### src/rtl/decode_pkg.sv
// Shared types for the RV32I decode stage: opcodes, instruction formats,
// the decoded-instruction record and the skid-buffer state encoding.
package decode_pkg;

    localparam int DEC_XLEN = 32;
    localparam int DEC_PC_W = 32;

    localparam logic [6:0] OP_LOAD   = 7'h03;
    localparam logic [6:0] OP_IMM    = 7'h13;
    localparam logic [6:0] OP_AUIPC  = 7'h17;
    localparam logic [6:0] OP_STORE  = 7'h23;
    localparam logic [6:0] OP_OP     = 7'h33;
    localparam logic [6:0] OP_LUI    = 7'h37;
    localparam logic [6:0] OP_BRANCH = 7'h63;
    localparam logic [6:0] OP_JALR   = 7'h67;
    localparam logic [6:0] OP_JAL    = 7'h6F;

    typedef enum logic [2:0] {
        FMT_R = 3'd0,
        FMT_I = 3'd1,
        FMT_S = 3'd2,
        FMT_B = 3'd3,
        FMT_U = 3'd4,
        FMT_J = 3'd5
    } inst_fmt_e;

    typedef struct packed {
        logic [DEC_PC_W-1:0] pc;
        logic [6:0]          opcode;
        inst_fmt_e           fmt;
        logic [4:0]          rd;
        logic [4:0]          rs1;
        logic [4:0]          rs2;
        logic [2:0]          funct3;
        logic [6:0]          funct7;
        logic [DEC_XLEN-1:0] imm;
        logic                illegal;
    } dec_t;

    // Stage occupancy: output register only, or output register plus skid entry.
    localparam logic [1:0] ST_EMPTY = 2'd0;
    localparam logic [1:0] ST_ONE   = 2'd1;
    localparam logic [1:0] ST_FULL  = 2'd2;

endpackage

### src/rtl/imm_gen.sv
// Combinational immediate generator: rebuilds the format-specific immediate
// from the instruction and sign-extends it from inst[31] to XLEN.
module imm_gen
    import decode_pkg::*;
#(
    parameter int XLEN = 32
) (
    input  logic [31:7]     inst,
    input  inst_fmt_e       fmt,
    output logic [XLEN-1:0] imm
);

    logic signed [31:0] imm32_s;

    // Assemble the 32-bit immediate for each format; R-type carries none.
    always_comb begin
        imm32_s = 32'sd0;
        case (fmt)
            FMT_I:   imm32_s = {{20{inst[31]}}, inst[31:20]};
            FMT_S:   imm32_s = {{20{inst[31]}}, inst[31:25], inst[11:7]};
            FMT_B:   imm32_s = {{19{inst[31]}}, inst[31], inst[7], inst[30:25], inst[11:8], 1'b0};
            FMT_U:   imm32_s = {inst[31:12], 12'b0};
            FMT_J:   imm32_s = {{11{inst[31]}}, inst[31], inst[19:12], inst[20], inst[30:21], 1'b0};
            default: imm32_s = 32'sd0;
        endcase
    end

    assign imm = XLEN'(imm32_s);

endmodule

### src/rtl/inst_decode_stage.sv
// Registered RV32I decode stage with a 2-entry skid buffer (output register + skid).
// Optional performance counters are built when DECODE_PERF_CNT_EN is defined.
module inst_decode_stage
    import decode_pkg::*;
#(
    parameter int XLEN = 32,
    parameter int PC_W = 32
) (
    input  logic            clk,
    input  logic            rst_n,
    input  logic            flush,
    input  logic            in_valid,
    output logic            in_ready,
    input  logic [31:0]     inst_in,
    input  logic [PC_W-1:0] pc_in,
    output logic            out_valid,
    input  logic            out_ready,
    output dec_t            out_dec
`ifdef DECODE_PERF_CNT_EN
    ,
    output logic [31:0]     perf_dec_cnt,
    output logic [31:0]     perf_ill_cnt
`endif
);

    logic [6:0]      opcode_s;
    logic [2:0]      funct3_s;
    logic [6:0]      funct7_s;
    inst_fmt_e       fmt_raw_s;
    inst_fmt_e       fmt_s;
    logic            unlisted_s;
    logic            illegal_s;
    logic [XLEN-1:0] imm_s;
    dec_t            dec_s;

    logic [1:0]      state_r;
    logic [1:0]      state_nxt_s;
    logic            out_valid_r;
    logic            in_ready_r;
    dec_t            out_r;
    dec_t            skid_r;
    logic            acc_in_s;
    logic            acc_out_s;
    logic            load_out_s;
    logic            load_skid_s;
    logic            skid_to_out_s;

    assign opcode_s = inst_in[6:0];
    assign funct3_s = inst_in[14:12];
    assign funct7_s = inst_in[31:25];

    // Classify the opcode and detect reserved encodings; illegal ones decode as R with no immediate.
    always_comb begin
        fmt_raw_s  = FMT_R;
        unlisted_s = 1'b0;
        case (opcode_s)
            OP_LOAD, OP_IMM, OP_JALR: fmt_raw_s = FMT_I;
            OP_STORE:                 fmt_raw_s = FMT_S;
            OP_OP:                    fmt_raw_s = FMT_R;
            OP_BRANCH:                fmt_raw_s = FMT_B;
            OP_LUI, OP_AUIPC:         fmt_raw_s = FMT_U;
            OP_JAL:                   fmt_raw_s = FMT_J;
            default:                  unlisted_s = 1'b1;
        endcase

        illegal_s = (inst_in[1:0] != 2'b11) || unlisted_s
                 || ((opcode_s == OP_OP) && (funct7_s != 7'h00) && (funct7_s != 7'h20))
                 || ((opcode_s == OP_BRANCH) && ((funct3_s == 3'b010) || (funct3_s == 3'b011)))
                 || ((opcode_s == OP_LOAD) && ((funct3_s == 3'b011) || (funct3_s[2:1] == 2'b11)))
                 || ((opcode_s == OP_STORE) && (funct3_s >= 3'b011))
                 || ((opcode_s == OP_JALR) && (funct3_s != 3'b000));

        if (illegal_s) begin
            fmt_s = FMT_R;
        end else begin
            fmt_s = fmt_raw_s;
        end
    end

    imm_gen #(.XLEN(XLEN)) u_imm_gen (
        .inst (inst_in[31:7]),
        .fmt  (fmt_s),
        .imm  (imm_s)
    );

    // Build the decoded record, zeroing fields the format does not use.
    always_comb begin
        dec_s         = '0;
        dec_s.pc      = pc_in;
        dec_s.opcode  = opcode_s;
        dec_s.fmt     = fmt_s;
        dec_s.imm     = imm_s;
        dec_s.illegal = illegal_s;
        dec_s.rd      = ((fmt_s == FMT_S) || (fmt_s == FMT_B)) ? 5'd0 : inst_in[11:7];
        dec_s.rs1     = ((fmt_s == FMT_U) || (fmt_s == FMT_J)) ? 5'd0 : inst_in[19:15];
        dec_s.funct3  = ((fmt_s == FMT_U) || (fmt_s == FMT_J)) ? 3'd0 : funct3_s;
        dec_s.rs2     = ((fmt_s == FMT_I) || (fmt_s == FMT_U) || (fmt_s == FMT_J)) ? 5'd0 : inst_in[24:20];
        dec_s.funct7  = (fmt_s == FMT_R) ? funct7_s : 7'd0;
    end

    assign acc_in_s  = in_valid & in_ready_r;
    assign acc_out_s = out_valid_r & out_ready;

    // Occupancy next-state; flush overrides everything and discards the offered input.
    always_comb begin
        state_nxt_s   = state_r;
        load_out_s    = 1'b0;
        load_skid_s   = 1'b0;
        skid_to_out_s = 1'b0;
        if (flush) begin
            state_nxt_s = ST_EMPTY;
        end else begin
            case (state_r)
                ST_EMPTY: begin
                    if (acc_in_s) begin
                        load_out_s  = 1'b1;
                        state_nxt_s = ST_ONE;
                    end else begin
                        state_nxt_s = ST_EMPTY;
                    end
                end
                ST_ONE: begin
                    if (acc_in_s && acc_out_s) begin
                        load_out_s  = 1'b1;
                        state_nxt_s = ST_ONE;
                    end else if (acc_in_s) begin
                        load_skid_s = 1'b1;
                        state_nxt_s = ST_FULL;
                    end else if (acc_out_s) begin
                        state_nxt_s = ST_EMPTY;
                    end else begin
                        state_nxt_s = ST_ONE;
                    end
                end
                ST_FULL: begin
                    if (acc_out_s) begin
                        skid_to_out_s = 1'b1;
                        state_nxt_s   = ST_ONE;
                    end else begin
                        state_nxt_s = ST_FULL;
                    end
                end
                default: state_nxt_s = ST_EMPTY;
            endcase
        end
    end

    // Occupancy, handshake flags and the two decoded entries.
    always_ff @(posedge clk) begin
        if (!rst_n) begin
            state_r     <= ST_EMPTY;
            out_valid_r <= 1'b0;
            in_ready_r  <= 1'b1;
            out_r       <= '0;
            skid_r      <= '0;
        end else begin
            state_r     <= state_nxt_s;
            out_valid_r <= (state_nxt_s != ST_EMPTY);
            in_ready_r  <= (state_nxt_s != ST_FULL);
            if (load_out_s) begin
                out_r <= dec_s;
            end else if (skid_to_out_s) begin
                out_r <= skid_r;
            end else begin
                out_r <= out_r;
            end
            if (load_skid_s) begin
                skid_r <= dec_s;
            end else begin
                skid_r <= skid_r;
            end
        end
    end

    assign in_ready  = in_ready_r;
    assign out_valid = out_valid_r;
    assign out_dec   = out_r;

`ifdef DECODE_PERF_CNT_EN
    logic [31:0] perf_dec_cnt_r;
    logic [31:0] perf_ill_cnt_r;

    // Output-transfer counters; they survive flush and wrap naturally.
    always_ff @(posedge clk) begin
        if (!rst_n) begin
            perf_dec_cnt_r <= 32'd0;
            perf_ill_cnt_r <= 32'd0;
        end else begin
            if (acc_out_s) begin
                perf_dec_cnt_r <= perf_dec_cnt_r + 32'd1;
            end else begin
                perf_dec_cnt_r <= perf_dec_cnt_r;
            end
            if (acc_out_s && out_r.illegal) begin
                perf_ill_cnt_r <= perf_ill_cnt_r + 32'd1;
            end else begin
                perf_ill_cnt_r <= perf_ill_cnt_r;
            end
        end
    end

    assign perf_dec_cnt = perf_dec_cnt_r;
    assign perf_ill_cnt = perf_ill_cnt_r;
`endif

endmodule
### config.mk
export PLATFORM = sky130hd
export DESIGN_NAME = inst_decode_stage
export DESIGN_NICKNAME = d
export VERILOG_FILES = /design/src/rtl/decode_pkg.sv /design/src/rtl/imm_gen.sv /design/src/rtl/inst_decode_stage.sv
export SDC_FILE = /design/constraint.sdc
export NUM_CORES = 1
export LEC_CHECK = 0
export ABC_AREA = 1
export CAP_MARGIN = 20
export CORE_ASPECT_RATIO = 1.5
export CORE_MARGIN = 2
export CORE_UTILIZATION = 40
export DETAILED_ROUTE_END_ITERATION = 7
export DONT_BUFFER_PORTS = 1
export SLEW_MARGIN = 5
export SYNTH_ARGS = -nofsm -noshare
export SYNTH_HDL_FRONTEND = slang
export SYNTH_SLANG_ARGS = --single-unit
### constraint.sdc
create_clock -name clk -period 6.05 [get_ports clk]
set_clock_uncertainty 0.2 [all_clocks]
set_input_delay 0.9075 -clock clk [delete_from_list [all_inputs] [get_ports clk]]
set_output_delay 0.9075 -clock clk [all_outputs]
set_load 0.02 [all_outputs]
==> results of run 1 <==
worst register-to-register path: stages (launching register included):
cell	delay, ps
dfxtp_1	440
nand2_1	130
inv_1	90
ha_1	140
nand2_1	50
nand2_1	70
buf_4	410
inv_2	500
a21oi_4	270
buf_4	420
buf_4	650
o21ai_0	210
a21oi_1	150
power by group through the flow:
stage | sequential, mW | clock [mW] | combinational [mW]
global placement | 1.52 | 0 | 0.210
floorplan | 1.51 | 0 | 0.183
detailed placement | 1.52 | 0 | 0.214
finish | 1.49 | 1.22 | 0.213
global route | 1.50 | 1.31 | 0.245
CTS | 1.49 | 1.25 | 0.215
registers in the layout (all words and copies together), names as in the netlist:
signal     count
out_dec      100
state_r        2
in_ready       1
out_valid      1
skid_r       100
logic make-up (layout without fill, tap and decap cells):
| logic type | count (synthesis) | in the layout | synth area share |
|---|---|---|---|
| buffers and inverters | 191 | 145 | 0.0870 |
| AND/OR/NAND/NOR | 364 | 364 | 0.181 |
| adder cells (fa/ha/maj) | 2 | 2 | 0.00288 |
| AO/OA/AOI/OAI | 419 | 419 | 0.260 |
| flip-flops | 204 | 204 | 0.470 |
final timing paths:
kind	from	slack [ps]	to
worst max-delay path	out_valid$_SDFF_PN0_	2260	out_dec[96]$_SDFFE_PN0P_
worst max register to register	out_valid$_SDFF_PN0_	2260	out_dec[96]$_SDFFE_PN0P_
worst min register to register	skid_r[42]$_SDFFE_PN0P_	270	skid_r[42]$_SDFFE_PN0P_
worst min-delay path	skid_r[42]$_SDFFE_PN0P_	270	skid_r[42]$_SDFFE_PN0P_
stage by stage:
stage / cells / area (um^2) / setup slack, ps
2_1_floorplan: 1180 / 8700 / 3410
3_3_place_gp: 1371 / 8760 / 1840
3_5_place_dp: 1371 / 8760 / 1810
4_1_cts: 1406 / 9380 / 2220
5_1_grt: 1406 / 9380 / 1880
6_report: 1406 / 9380 / 2260
layout make-up:
type	instances	area, um^2	area share
Clock buffer	33	591	0.0630
Clock inverter	2	35.0	0.00373
Inverter	101	379	0.0404
Multi-Input combinational cell	785	3870	0.413
Sequential cell	204	4080	0.435
Tap cell	272	340	0.0363
Timing Repair Buffer	9	80.1	0.00854
routing by layer:
metal,track usage,share of wire
met5,0,0
met4,0.0809,0.040
met3,0.0540,0.066
met2,0.336,0.47
met1,0.245,0.43
Yosys cell counts (2+ instances only):
cell      number  share of area
a21oi_1      183           0.11
a21oi_2        9         0.0091
buf_1          4         0.0017
buf_2         14         0.0081
buf_6          3         0.0039
clkbuf_1      69          0.030
dfxtp_1      204           0.47
ha_1           2         0.0029
inv_1         86          0.037
inv_2         14         0.0060
nand2_1      188          0.081
nand2_2        2         0.0014
nand2_4        3         0.0039
nand3_1       61          0.035
nand3_2       10          0.012
nand4_1        3         0.0022
nor2_1        89          0.038
nor2_2         4         0.0029
nor2_4         2         0.0026
o211ai_1      25          0.022
o21ai_0      155          0.089
o21ai_1        4         0.0023
o22ai_1       41          0.029
==> results.sh, run 1 <==
export IMPL_tns_ps=0
export IMPL_post_route_period_util=0.626
export IMPL_setup_violations=0
export IMPL_critPathMaxFanout=74
export IMPL_clock_fmax_mhz=264
export IMPL_die_h_um=185
export IMPL_avgRoutedWirePerCell_um=16.9
export IMPL_max_stage_delay_ps=640
export IMPL_sequentialPowerShare=0.510
export IMPL_r2r_cells=12
export IMPL_final_antenna_net_count=0
export IMPL_path_delay_family="buffers and inverters"
export IMPL_critPathArrivalTime_ps=4010
export IMPL_yosysUniqueCellTypes=28
export IMPL_p_sw_frac=0.255
export IMPL_grt_setup_unrepaired="false"
export IMPL_yosysSeqAreaShare=0.470
export IMPL_synthFlopType="dfxtp_1"
export IMPL_clk_latency_ps=490
export IMPL_numCtsBuffers=21
export IMPL_crit_type="reg2reg"
export IMPL_intPower_mw=2.18
export IMPL_worstMarginPinSlew_ps=918
export IMPL_ys_warn_count=0
export IMPL_antenna_found_initial=0
export IMPL_ys_seq_elements=204
export IMPL_cts_tree="done"
export IMPL_cts_resized=0
export IMPL_cts_setup_buffers=0
export IMPL_fillers=2171
export IMPL_clkTransAtPathRegs_ps=60
export IMPL_grt_pass1_wl_um=38300
export IMPL_hold_buffers=0
export IMPL_grt_pass1_vias=7164
export IMPL_areaGrowthSynthToFinish_pct=7.85
export IMPL_status="complete, no violations"
export IMPL_io_pins=171
export IMPL_hold_violations=0
export IMPL_dr_pass1_iters=4
export IMPL_syn_area_um2=8700
export IMPL_drive_above_1_share=0.0732
export IMPL_p_total_mw=2.92
export IMPL_final_common_cell="dfxtp_1"
export IMPL_dp_hpwl_um=15000
export IMPL_die_x_um=124
export IMPL_peakVddDrop_mv=0.201
export IMPL_numPortBuffers=0
export IMPL_cp_cell_sequence="nand2_1, inv_1, ha_1, nand2_1, nand2_1, buf_4, inv_2, a21oi_4, buf_4, buf_4, o21ai_0, a21oi_1"
export IMPL_grt_overflow_total=0
export IMPL_grt_max_degree=169
export IMPL_rows=66
export IMPL_nets=1193
export IMPL_crit_path_start_kind="flip-flop"
export IMPL_synth_edff_count=0
export IMPL_relSlewSlack=0.387
export IMPL_core_area_um2=21600
export IMPL_die_area_um2=23000
export IMPL_track_usage=0.201
export IMPL_wl_um=23800
export IMPL_finalMaxSlewViolations=0
export IMPL_drcViolationCount=0
export IMPL_synth_fp_nets=1251
export IMPL_htreeDepth=1
export IMPL_cts_sinks=204
export IMPL_async_flop_share=0
export IMPL_slowest_stage="buf_4"
export IMPL_syn_area_per_cell_um2=7.37
export IMPL_path_buf_inv=5
export IMPL_crit_cells=12
export IMPL_viasPerCell=5.32
export IMPL_min_period_ps=3790
export IMPL_clockPowerShare=0.417
export IMPL_postSynthCellCount=1180
export IMPL_final_cell_mix="dfxtp_1, nand2_1, a21oi_1, o21ai_0, nor2_1"
export IMPL_cp_end_kind="flip-flop"
export IMPL_cp_data_required_time_ps=6270
export IMPL_final_util=0.435
export IMPL_hold_class="reg2reg"
export IMPL_p_per_area_nw_per_um2=312
export IMPL_diodes=0
export IMPL_p_comb_frac=0.073
export IMPL_gp_congestion=0.856
export IMPL_drv_cap=0
export IMPL_vias=7480
export IMPL_cts_buffer_depth=3
export IMPL_leakagePower_nw=3.83
export IMPL_holdWs_ps=267
export IMPL_drt_iter0_drc=564
export IMPL_switchingPower_mw=0.745
export IMPL_start_util=0.404
export IMPL_whs_path_depth=2
export IMPL_root_buffer="clkbuf_16"
Note: power is estimated with default switching activity, not from simulation.
==> run 2: changes to the inputs <==
- clock period: 6.05 -> 3.2 ns (I/O delays scaled with it)
==> run 2 against run 1 <==
Against the previous run: global-route usage is 2.0 points higher; clock power is 130% higher; count of clock-buffer cells in the layout is 1 higher; critical path depth rose by 1; sequential cell count did not move; register-to-register slack lost 1900 ps; final area increased by 14%; worst hold slack worse by 250 ps; total power increased by 110%; critical path type is now in2reg; critical endpoint is now skid_r[8]$_SDFFE_PN0P_; largest cell class unchanged.
==> results.sh, run 2 (synthesized netlist as in run 1, its figures left out) <==
export IMPL_stdcell_count=1525
export IMPL_slowest_stage="dlygate4sd3_1"
export IMPL_dpl_cell_area_um2=8830
export IMPL_final_cell_mix="dfxtp_1, nand2_1, a21oi_1, o21ai_0, dlygate4sd3_1"
export IMPL_hold_violations=0
export IMPL_cts_resized=0
export IMPL_min_period_ps=2930
export IMPL_final_util=0.497
export IMPL_gp_congestion=0.855
export IMPL_setup_violations=0
export IMPL_root_buffer="clkbuf_16"
export IMPL_cts_tree="done"
export IMPL_hold_class="in2reg"
export IMPL_areaGrowthSynthToFinish_pct=23.1
export IMPL_wl_um=26300
export IMPL_die_area_um2=23000
export IMPL_dp_hpwl_um=15400
export IMPL_max_stage_delay_ps=570
export IMPL_viasPerCell=5.35
export IMPL_top_usage_layer="met2"
export IMPL_cp_data_required_time_ps=3450
export IMPL_antenna_found_initial=0
export IMPL_critPathMaxFanout=15
export IMPL_numPortBuffers=0
export IMPL_numCtsBuffers=22
export IMPL_cts_sinks=204
export IMPL_grtUsageMet1=0.272
export IMPL_final_common_cell="dfxtp_1"
export IMPL_worstMarginPinSlew_ps=788
export IMPL_met2_usage=0.371
export IMPL_dp_cells=1379
export IMPL_critPathArrivalTime_ps=3180
export IMPL_peakVddDrop_mv=0.388
export IMPL_drive_above_1_share=0.0806
export IMPL_diodes=0
export IMPL_grt_max_degree=127
export IMPL_p_total_mw=6.11
export IMPL_leakagePower_nw=4.54
export IMPL_die_x_um=124
export IMPL_tns_ps=0
export IMPL_htreeDepth=1
export IMPL_status="complete, no violations"
export IMPL_drt_iter0_drc=487
export IMPL_use_met3=0.0517
export IMPL_holdWs_ps=19.2
export IMPL_post_route_period_util=0.915
export IMPL_start_util=0.404
export IMPL_drv_cap=0
export IMPL_path_buf_inv=3
export IMPL_rows=66
export IMPL_setup_ws_ps=270
export IMPL_pre_cts_ws_ps=565
export IMPL_nets=1310
export IMPL_cp_end_kind="flip-flop"
export IMPL_p_per_area_nw_per_um2=570
export IMPL_io_pins=171
export IMPL_vias=8159
export IMPL_relSlewSlack=0.475
export IMPL_avgRoutedWirePerCell_um=17.3
export IMPL_fillers=2095
export IMPL_final_antenna_net_count=0
export IMPL_grt_overflow_total=0
export IMPL_dr_pass1_iters=5
export IMPL_grt_pass1_vias=7605
export IMPL_clock_fmax_mhz=341
export IMPL_crit_type="in2reg"
export IMPL_cts_buffer_depth=3
export IMPL_path_delay_family="simple AND/OR/NAND/NOR gates"
export IMPL_clkTransAtPathRegs_ps=70
export IMPL_die_h_um=185
export IMPL_grt_pass1_wl_um=41500
export IMPL_track_usage=0.220
export IMPL_drcViolationCount=0
export IMPL_cp_cell_sequence="dlygate4sd3_1, inv_2, nand2_2, nor2_2, nand2_1, nand2_1, nor2_1, nand3b_2, nand3_2, nand2_4, nand2_1, a21oi_1, dlygate4sd3_1"
export IMPL_finalMaxSlewViolations=0
export IMPL_clk_latency_ps=500
export IMPL_crit_path_start_kind="input port"
export IMPL_final_area_um2=10700
export IMPL_core_area_um2=21600
export IMPL_grt_setup_unrepaired="false"
export IMPL_cpMostUsedCell="nand2_1"
==> run 2: changes by cell type in the layout (fill, tap and decap cells not counted) <==
cell,previous run,this run
clkbuf_8,2,7
dlygate4sd3_1,0,107
clkbuf_1,10,4
buf_16,0,1
bufinv_16,1,3
clkbuf_16,21,23
buf_4,8,15
buf_12,1,2
==> run 2: power by group <==
| group | leakage [nW] | switching (mW) | internal, mW | total (mW) |
|---|---|---|---|---|
| sequential | 1.66 | 0.174 | 2.65 | 2.82 |
| clock | 0.385 | 1.04 | 1.71 | 2.75 |
| combinational | 2.49 | 0.327 | 0.208 | 0.535 |
==> run 2: final cells by class <==
class / count / area (um^2) / area share
Clock buffer: 34 / 687 / 0.0641
Multi-Input combinational cell: 785 / 3870 / 0.362
Clock inverter: 4 / 95.1 / 0.00888
Timing Repair Buffer: 125 / 1250 / 0.117
Inverter: 101 / 379 / 0.0354
Tap cell: 272 / 340 / 0.0318
Sequential cell: 204 / 4080 / 0.381
==> run 2: final timing paths <==
| path | slack [ps] | end | cells past startpoint | start |
|---|---|---|---|---|
| setup / recovery | 270 | skid_r[8]$_SDFFE_PN0P_ | 13 | inst_in[4] |
| hold / removal | 20 | out_dec[88]$_SDFFE_PN0P_ | 2 | pc_in[20] |
| setup reg to reg | 360 | skid_r[90]$_SDFFE_PN0P_ | 9 | in_ready$_SDFF_PN1_ |
| hold reg to reg | 270 | skid_r[44]$_SDFFE_PN0P_ | 2 | skid_r[44]$_SDFFE_PN0P_ |
==> run 2: what timing repair did <==
action	CTS	global route
hold buffers	108	0
endpoints found under the hold margin	172	0
setup buffers	0	0
==> run 2: routing by layer <==
metal	share of wire	wire length (um)
met1	0.41	10900
met2	0.48	12700
met3	0.067	1760
met4	0.036	954
met5	0	0
==> run 3: changes to the inputs <==
- ABC_CLOCK_PERIOD_IN_PS: default -> 3200
- GPL_ROUTABILITY_DRIVEN: default -> 0
==> results of run 3 <==
Final layout, timing and power as in run 2 (identical DEF).
